--- config.mk ---
export PLATFORM = sky130hd
export DESIGN_NAME = mul_seq_sched
export DESIGN_NICKNAME = d
export VERILOG_FILES = /design/src/rtl/mul_pkg.sv /design/src/rtl/rr_arb2.sv /design/src/rtl/mul_seq_sched.sv
export SDC_FILE = /design/constraint.sdc
export NUM_CORES = 1
export LEC_CHECK = 0
export ABC_AREA = 1
export BUFFER_PORTS_ARGS = -buffer_cell sky130_fd_sc_hd__buf_4
export CORE_ASPECT_RATIO = 1.1
export CORE_MARGIN = 2
export CORE_UTILIZATION = 45
export DETAILED_ROUTE_END_ITERATION = 7
export GPL_TIMING_DRIVEN = 1
export PLACE_DENSITY = 0.68
export REMOVE_ABC_BUFFERS = 1
export SLEW_MARGIN = 20
export SYNTH_ARGS = -nofsm -noshare
export SYNTH_HDL_FRONTEND = slang
export SYNTH_SLANG_ARGS = --single-unit
export TNS_END_PERCENT = 30
--- constraint.sdc ---
create_clock -name i_clk -period 2.4 [get_ports i_clk]
set_clock_uncertainty 0.1 [all_clocks]
set_input_delay 0 -clock i_clk [delete_from_list [all_inputs] [get_ports i_clk]]
set_output_delay 0 -clock i_clk [all_outputs]
set_load 0.05 [all_outputs]
--- src/rtl/mul_pkg.sv ---
// Shared definitions for the sequential sign-magnitude multiplier:
// FSM encoding, default operand width and derived width helpers.
package mul_pkg;

    localparam int MAG_W_DEF = 2;

    typedef enum logic [1:0] {
        IDLE = 2'd0,
        CALC = 2'd1,
        DONE = 2'd2
    } state_e;

    function automatic int res_width(input int mag_w);
        return 2 * mag_w + 1;
    endfunction

    // Operands and results carry their sign in the bit just above the magnitude.
    function automatic int sign_idx(input int mag_w);
        return mag_w;
    endfunction

endpackage

--- src/rtl/rr_arb2.sv ---
// Two-requester round-robin arbiter; the pointer names the requester that
// wins a tie and flips away from the winner whenever a grant is taken.
module rr_arb2 (
    input  logic       i_clk,
    input  logic       i_rst_n,
    input  logic [1:0] i_req,
    input  logic       i_advance,
    output logic [1:0] o_gnt,
    output logic       o_gnt_id
);

    logic ptr_q, ptr_d;

    always_comb begin
        o_gnt_id = 1'b0;
        o_gnt    = 2'b00;
        ptr_d    = ptr_q;
        case (i_req)
            2'b01:   o_gnt_id = 1'b0;
            2'b10:   o_gnt_id = 1'b1;
            2'b11:   o_gnt_id = ptr_q;
            default: o_gnt_id = 1'b0;
        endcase
        if (i_req != 2'b00) begin
            o_gnt = o_gnt_id ? 2'b10 : 2'b01;
        end
        if (i_advance) begin
            ptr_d = ~o_gnt_id;
        end
    end

    always_ff @(posedge i_clk or negedge i_rst_n) begin
        if (!i_rst_n) begin
            ptr_q <= 1'b0;
        end else begin
            ptr_q <= ptr_d;
        end
    end

endmodule

--- src/rtl/mul_seq_sched.sv ---
// Shared shift-and-add sign-magnitude multiplier serving two requesters,
// one product per MAG_W+2 cycles, result returned via valid/ready.
module mul_seq_sched
    import mul_pkg::*;
#(
    parameter int MAG_W = MAG_W_DEF
) (
    input  logic             i_clk,
    input  logic             i_rst_n,
    input  logic             i_req0_valid,
    input  logic [MAG_W:0]   i_req0_A,
    input  logic [MAG_W:0]   i_req0_B,
    output logic             o_req0_ready,
    input  logic             i_req1_valid,
    input  logic [MAG_W:0]   i_req1_A,
    input  logic [MAG_W:0]   i_req1_B,
    output logic             o_req1_ready,
    output logic             o_valid,
    output logic [2*MAG_W:0] o_res,
    output logic             o_Z,
    output logic             o_gnt_id,
    input  logic             i_ready
);

    localparam int RES_W = res_width(MAG_W);
    localparam int SGN   = sign_idx(MAG_W);
    localparam int PW    = 2 * MAG_W;
    localparam int CNT_W = $clog2(MAG_W + 1);

    state_e             state_q, state_d;
    logic               sign_q, sign_d;
    logic [PW-1:0]      mcand_q, mcand_d;
    logic [MAG_W-1:0]   mplier_q, mplier_d;
    logic [PW-1:0]      acc_q, acc_d;
    logic [CNT_W-1:0]   cnt_q, cnt_d;
    logic [RES_W-1:0]   res_q, res_d;
    logic               z_q, z_d;
    logic               vld_q, vld_d;
    logic               id_q, id_d;

    logic [1:0]         req, gnt;
    logic               gnt_id, advance;
    logic [MAG_W:0]     a_sel, b_sel;
    logic [PW-1:0]      acc_step;

    // Requests are only visible to the arbiter while the engine is free.
    assign req     = (state_q == IDLE) ? {i_req1_valid, i_req0_valid} : 2'b00;
    assign advance = |req;

    rr_arb2 u_arb (
        .i_clk     (i_clk),
        .i_rst_n   (i_rst_n),
        .i_req     (req),
        .i_advance (advance),
        .o_gnt     (gnt),
        .o_gnt_id  (gnt_id)
    );

    assign o_req0_ready = gnt[0];
    assign o_req1_ready = gnt[1];
    assign a_sel        = gnt_id ? i_req1_A : i_req0_A;
    assign b_sel        = gnt_id ? i_req1_B : i_req0_B;
    assign acc_step     = mplier_q[0] ? acc_q + mcand_q : acc_q;

    always_comb begin
        state_d  = state_q;
        sign_d   = sign_q;
        mcand_d  = mcand_q;
        mplier_d = mplier_q;
        acc_d    = acc_q;
        cnt_d    = cnt_q;
        res_d    = res_q;
        z_d      = z_q;
        vld_d    = vld_q;
        id_d     = id_q;
        case (state_q)
            IDLE: begin
                if (advance) begin
                    sign_d   = a_sel[SGN] ^ b_sel[SGN];
                    mcand_d  = {{MAG_W{1'b0}}, a_sel[MAG_W-1:0]};
                    mplier_d = b_sel[MAG_W-1:0];
                    acc_d    = '0;
                    cnt_d    = CNT_W'(MAG_W);
                    id_d     = gnt_id;
                    state_d  = CALC;
                end
            end
            CALC: begin
                acc_d    = acc_step;
                mcand_d  = mcand_q << 1;
                mplier_d = mplier_q >> 1;
                cnt_d    = cnt_q - CNT_W'(1);
                // Last step: publish directly from the final sum; -0 becomes +0.
                if (cnt_q == CNT_W'(1)) begin
                    res_d   = {sign_q & (acc_step != '0), acc_step};
                    z_d     = (acc_step == '0);
                    vld_d   = 1'b1;
                    state_d = DONE;
                end
            end
            DONE: begin
                if (i_ready) begin
                    vld_d   = 1'b0;
                    state_d = IDLE;
                end
            end
            default: state_d = IDLE;
        endcase
    end

    always_ff @(posedge i_clk or negedge i_rst_n) begin
        if (!i_rst_n) begin
            state_q  <= IDLE;
            sign_q   <= 1'b0;
            mcand_q  <= '0;
            mplier_q <= '0;
            acc_q    <= '0;
            cnt_q    <= '0;
            res_q    <= '0;
            z_q      <= 1'b0;
            vld_q    <= 1'b0;
            id_q     <= 1'b0;
        end else begin
            state_q  <= state_d;
            sign_q   <= sign_d;
            mcand_q  <= mcand_d;
            mplier_q <= mplier_d;
            acc_q    <= acc_d;
            cnt_q    <= cnt_d;
            res_q    <= res_d;
            z_q      <= z_d;
            vld_q    <= vld_d;
            id_q     <= id_d;
        end
    end

    assign o_valid  = vld_q;
    assign o_res    = res_q;
    assign o_Z      = z_q;
    assign o_gnt_id = id_q;

endmodule

==> results of run 1 <==
-- metrics by stage --
step	std cells	utilization, %	worst slack, ps
final	225	63.2	469
after detailed placement	203	54.6	540
after global routing	225	63.2	404
after global placement	203	54.6	583
after floorplan	144	-	612
after CTS	225	63.2	478
-- flip-flops by register name, indices dropped and copies added (netlist names) --
register     flops
o_res            5
state_q          2
o_valid          1
cnt_q            2
sign_q           1
o_gnt_id         1
u_arb.ptr_q      1
o_Z              1
mcand_q          4
mplier_q         2
acc_q            4
-- per-layer routing --
metal	wire length [um]	vias to the layer above	global-route usage (%)	part of all wire [%]
met3	102	0	2.27	3.6
li1	-	563	-	-
met5	0	-	0	0
met4	0	0	5.71	0
met2	1580	25	40.1	56
met1	1140	552	21.9	40
-- cell usage in the layout (no fill, tap or decap) --
cell type and count:
o221ai_1 1, buf_4 26, o21ai_4 1, a22oi_1 1
dfrtp_1 24, clkbuf_4 3, dlygate4sd3_1 18, o211ai_1 4
inv_1 19, nand2_2 1, ha_1 4, a21oi_1 3
xor2_1 2, nand3_1 8, inv_2 6, bufinv_16 1
o21ai_2 1, nand4_1 1, nor2_2 2, nor2_4 1
o21ai_1 4, nor2_1 5, o22ai_1 4, fa_1 1
o21ai_0 9, nand2_1 39, a21oi_4 1, nand2_4 2
-- worst min-delay path by stage --
stage | cells past startpoint | end
after detailed placement | 1 | mcand_q[3]
after global routing | 3 | state_q[1]
final | 3 | state_q[1]
after global placement | 1 | mcand_q[3]
after floorplan | 0 | acc_q[0]
after CTS | 3 | state_q[1]
-- timing repair --
item | CTS | global route
hold endpoints to repair | 34 | 0
hold buffers | 18 | 0
gates resized for setup | 0 | 0
-- cells by family after synthesis --
logic type | count (synthesis) | share of synthesized area (%)
AOI/OAI and AO/OA | 29 | 15.4
xor gates and xnor gates | 2 | 1.40
adders and majority gates | 5 | 5.61
buffers and inverters | 26 | 8.41
DFF | 24 | 48.0
and+or+nand+nor | 59 | 21.1
-- critical path, stage by stage, from the launching register on --
cell and delay, ps:
dfrtp_1 470, nor2_2 260, o21ai_4 150, inv_2 110
o21ai_0 90, o22ai_1 110, dlygate4sd3_1 560
-- layout make-up --
class                           instances  area [um2]
Clock buffer                            3        22.5
Clock inverter                          1        30.0
Fill cell                             252         995
Inverter                               25        93.8
Multi-Input combinational cell         95         544
Sequential cell                        24         601
Tap cell                               33        41.3
Timing Repair Buffer                   44         375
-- report_power, final --
group / internal, mW / switching (mW) / total, mW / leakage (nW)
clock: 0.169 / 0.128 / 0.297 / 0.0279
combinational: 0.479 / 0.868 / 1.35 / 0.559
sequential: 0.588 / 0.131 / 0.719 / 0.298
==> flow_metrics.tcl, run 1 <==
set metrics [dict create \
    first_pass_iters 4 \
    drv_cap 0 \
    routed_wl_um 2830 \
    worstPathRequired_ps 2550 \
    drive_gt1_share_pct 23.4 \
    post-cts-setup-buffers 0 \
    antenna_cells 0 \
    r2r_end "mplier_q[1]" \
    slew_viol_final 0 \
    dpl-instance-area_mm2 0.00148 \
    relSlewSlack_pct 72.8 \
    die_w_um 54.3 \
    synth_most_common_cell "nand2_1" \
    critPathLaunch "state_q[1]" \
    h-tree-depth 1 \
    initial_core_util_pct 46.3 \
    drc 0 \
    finalHoldViolCount 0 \
    ant_nets 0 \
    finalSetupViolations 0 \
    grt_overflow_total 0 \
    cts_tree "yes" \
    synth_flop_cell "dfrtp_1" \
    hold_ws_ps 297 \
    async_flop_share_pct 100 \
    min_path_type "in -> reg" \
    core_mm2 0.00270 \
    r2r_start "state_q[1]" \
    grt_max_degree 25 \
    rsz0062_at_grt "no" \
    synth_edf_count 0 \
    netlist_instances 145 \
    drtIter0Drc 17 \
    r2r_slack_ps 470 \
    reg2regPathDepth 6 \
    p_total_mw 2.36 \
    synth_cell_types 25 \
    cts_buffer_depth 2 \
    ys_top_cells_by_area "dfrtp_1 48%, nand2_1 12%, inv_1 5.7%" \
    antenna_found_initial 0 \
    clk_pin_slew_ps 150 \
    syn-cell-area_mm2 0.00125 \
    num_rows 20 \
    synthToLayoutAreaGrowth_pct 36.6 \
    fin_tns_setup_ps 0 \
    postSynthRegisterBits 24 \
    tightest_slew_ps 404 \
    cts_made_buffers 3 \
    synthTopCellsByCount "39 x nand2_1, 24 x dfrtp_1, 19 x inv_1, 9 x o21ai_0, 8 x nand3_1" \
    end_kind "flop" \
    syn_area_per_cell_um2 8.62 \
    io_pins 27 \
    grt_usage_pct 20.4 \
    yosysSeqAreaShare_pct 48.0 \
    gp_congestion 0.879 \
    yosysWarnings 0 \
    dp_hpwl_um 2100 \
    max_freq_ghz 0.518 \
    die_h_um 59.3 \
    holdCritStartpoint "i_ready" \
    path_class "reg -> reg" \
    viasPerCell 5.07 \
    die_area_mm2 0.00322 \
    clkLatencyLatePin_ps 320 \
    p_leak_nw 0.885 \
    clock_sinks 24 \
    period_needed_ps 1930 \
    portBuffers 26 \
    grt_pass1_vias 1158 \
    final_cell_area_mm2 0.00171 \
    worstSetupEndpoint "mplier_q[1]" \
    wl_per_cell_um 12.6 \
    num_vias 1140 \
    fin_nets 215 \
    yosysTopAreaCell "dfrtp_1" \
    grt_pass1_wl_um 4720 \
    power_density_mw_per_mm2 1380 \
    startpoint_type "flop" \
    synth_top_area_share_pct 48.0 \
    period_share_pct 80.5 \
    cp_max_fo 6 \
    status "finished, final reports clean" \
    cts-root-buf "clkbuf_4" \
    arrival_ps 2080 \
    peakVddDrop_uv 785 \
]
Note: power is estimated with default switching activity, not from simulation.
==> run 2, diff against run 1 <==
--- a/config.mk
+++ b/config.mk
@@ -5,7 +5,7 @@
 export SDC_FILE = /design/constraint.sdc
 export NUM_CORES = 1
 export LEC_CHECK = 0
-export ABC_AREA = 1
+export ABC_AREA = 0
 export BUFFER_PORTS_ARGS = -buffer_cell sky130_fd_sc_hd__buf_4
 export CORE_ASPECT_RATIO = 1.1
 export CORE_MARGIN = 2
==> constraint.sdc (replaced) <==
create_clock -name i_clk -period 1.87 [get_ports i_clk]
set_clock_uncertainty 0.1 [all_clocks]
set_input_delay 0 -clock i_clk [delete_from_list [all_inputs] [get_ports i_clk]]
set_output_delay 0 -clock i_clk [all_outputs]
set_load 0.05 [all_outputs]
==> run 2 against run 1 <==
Effect of this change:
- final cell count fell by 8.4%
- total power rose by 23%
- first-iteration DRC count rose by 24%
- fmax rose by 4.3%
- register-to-register slack got worse by 450 ps
- synthesized cell count fell by 14%
- sequential cell count did not move
- critical path depth did not move
- largest power group unchanged
- highest routed layer is now met4
==> flow_metrics.tcl, run 2 <==
set metrics [dict create \
    core_mm2 0.00270 \
    path_class "reg -> reg" \
    yosysSeqAreaShare_pct 48.1 \
    seqPwrFrac_pct 32.1 \
    dpl-instance-area_mm2 0.00153 \
    final_cell_area_mm2 0.00177 \
    die_area_mm2 0.00321 \
    cp_slowest_cell "fa_2" \
    cts_buffer_depth 2 \
    cp_max_fo 3 \
    setup_ws_ps 18.7 \
    ys_top_cells_by_area "dfrtp_1 48%, mux2i_1 4.8%, o21ai_0 4.8%" \
    p_sw_share_pct 45.9 \
    synth_edf_count 0 \
    h-tree-depth 1 \
    io_pins 27 \
    clock_power_share_pct 7.8 \
    crit_chain "ha_4 > fa_2 > nor2_1 > a21oi_1 > nor2_1 > a32o_1" \
    clk_pin_slew_ps 130 \
    power_switching_mw 1.33 \
    ant_nets 0 \
    drv_cap 0 \
    async_flop_share_pct 100 \
    yosysWarnings 0 \
    largest_reg_flops 5 \
    cts_made_buffers 3 \
    relSlewSlack_pct 71.7 \
    antenna_found_initial 0 \
    first_pass_iters 4 \
    worstPathRequired_ps 1990 \
    postSynthRegisterBits 24 \
    grt_max_degree 25 \
    rsz0062_at_grt "yes" \
    place_ws_ps -10.8 \
    clkLatencyLatePin_ps 310 \
    internal_power_mw 1.57 \
    cts-root-buf "clkbuf_4" \
    period_share_pct 99.0 \
    layout_commonest_cell "buf_4" \
    gp_congestion 0.817 \
    grt_overflow_total 0 \
    num_rows 20 \
    slowest_delay_ps 530 \
    fin_nets 197 \
    synth_flop_cell "dfrtp_1" \
    startpoint_type "flop" \
    portBuffers 26 \
    num_vias 1092 \
    p_leak_nw 0.836 \
    grt_pass1_vias 1104 \
    finalSetupViolations 0 \
    grt_usage_pct 21.6 \
    syn-cell-area_mm2 0.00125 \
    grt_pass1_wl_um 5020 \
    peakVddDrop_uv 1130 \
    status "finished, final reports clean" \
    cts_tree "yes" \
    min_path_type "in -> async" \
    synthTopCellsByCount "24 x dfrtp_1, 16 x nand2_1, 12 x o21ai_0, 10 x nand3_1" \
    crit_path_frequent_cell "nor2_1" \
    clock_sinks 24 \
    wl_per_cell_um 14.1 \
    yosysTopAreaCell "dfrtp_1" \
    layout_common_cells "37 x buf_4, 24 x dfrtp_1, 16 x nand2_1" \
    drtIter0Drc 21 \
    routed_wl_um 2910 \
    max_freq_ghz 0.540 \
    synthToLayoutAreaGrowth_pct 41.4 \
    synth_top_area_share_pct 48.1 \
    die_h_um 59.3 \
    end_kind "flop" \
    syn_area_per_cell_um2 10.1 \
    power_density_mw_per_mm2 1640 \
    hold_ws_ps 20.0 \
    synth_cell_types 32 \
    die_w_um 54.2 \
    viasPerCell 5.30 \
    drc 0 \
    initial_core_util_pct 46.2 \
    finalHoldViolCount 0 \
    antenna_cells 0 \
    netlist_instances 124 \
    tightest_slew_ps 421 \
    fin_tns_setup_ps 0 \
    dp_hpwl_um 2010 \
    drive_gt1_share_pct 28.9 \
    p_comb_share_pct 60.1 \
    arrival_ps 1970 \
    period_needed_ps 1850 \
    slew_viol_final 0 \
    synth_most_common_cell "dfrtp_1" \
    p_total_mw 2.90 \
]
[run 2: cell types whose count changed after synthesis, sizes merged, moves of 3 or more]
cell / previous run / this run
nand2: 42 / 16
inv: 25 / 4
mux2i: 0 / 6
a32o: 0 / 3
buf: 1 / 4
nand3b: 0 / 3
nor2: 8 / 5
[run 2: repair_timing]
item / CTS / global route
hold buffers: 14 / 0
setup endpoints to repair: 3 / 7
resized for setup: 6 / 5
pin swaps: 2 / 2
hold endpoints to repair: 31 / 0
buffers inserted: 0 / 1
[run 2: power groups by stage]
stage	Clock, mW	Sequential [mW]	Combinational [mW]
CTS	0.229	0.921	1.70
global route	0.259	0.956	1.89
global placement	0	0.908	1.59
floorplan	0	1.17	0.773
finish	0.226	0.930	1.74
detailed placement	0	0.922	1.62
[run 2: metal layers]
metal  GRT usage [%]  share of wire (%)  vias to the layer above
li1                -                  -                      546
met1            27.8                 44                      518
met2            36.8                 52                       23
met3            2.53                2.4                        5
met4            7.50                1.4                        0
met5               0                  0                        -
[run 2: final cells by class]
type,instances,area [um2]
fillers,221,937
multi-input cells,90,657
flip-flops and latches,24,601
repair buffers,52,429
well taps,33,41.3
clock buffers,3,22.5
inverters,4,15.0
[run 2: cells by family (layout without fill, tap and decap cells)]
kind of cell             Yosys count  in the layout  share of synthesized area, %
flip-flops                        24             24                          48.1
AO/OA/AOI/OAI                     35             35                          18.9
buffers and inverters             10             59                          3.91
adder cells (fa/ha/maj)            5              5                          5.61
multiplexers                       8              8                          6.61
XOR/XNOR                           3              3                          2.10
AND/OR/NAND/NOR                   39             39                          14.7
[run 2: metrics by stage]
step / instances / utilization [%]
after floorplan: 118 / -
after global placement: 188 / 56.8
after detailed placement: 188 / 56.8
after CTS: 205 / 64.4
after global routing: 206 / 65.3
final: 206 / 65.3
[run 2: path summary, 6_finish.rpt]
check	start	endpoint	slack, ps	cells after the start
min in group i_clk	i_req1_valid	state_q[0]	40	4
hold / removal	i_rst_n	o_res[1]	20	2
max in group asynchronous	i_rst_n	cnt_q[0]	1410	2
setup reg to reg	mcand_q[0]	o_Z	20	6
hold reg to reg	o_res[2]	o_res[2]	400	2
setup / recovery	mcand_q[0]	o_Z	20	6
[run 2: worst max-delay path, delay by kind of cell (launching register included)]
kind            cells  cell delay [ps]
compound gates      2              390
fa+ha+maj           2              720
flops               1              430
simple gates        2              120
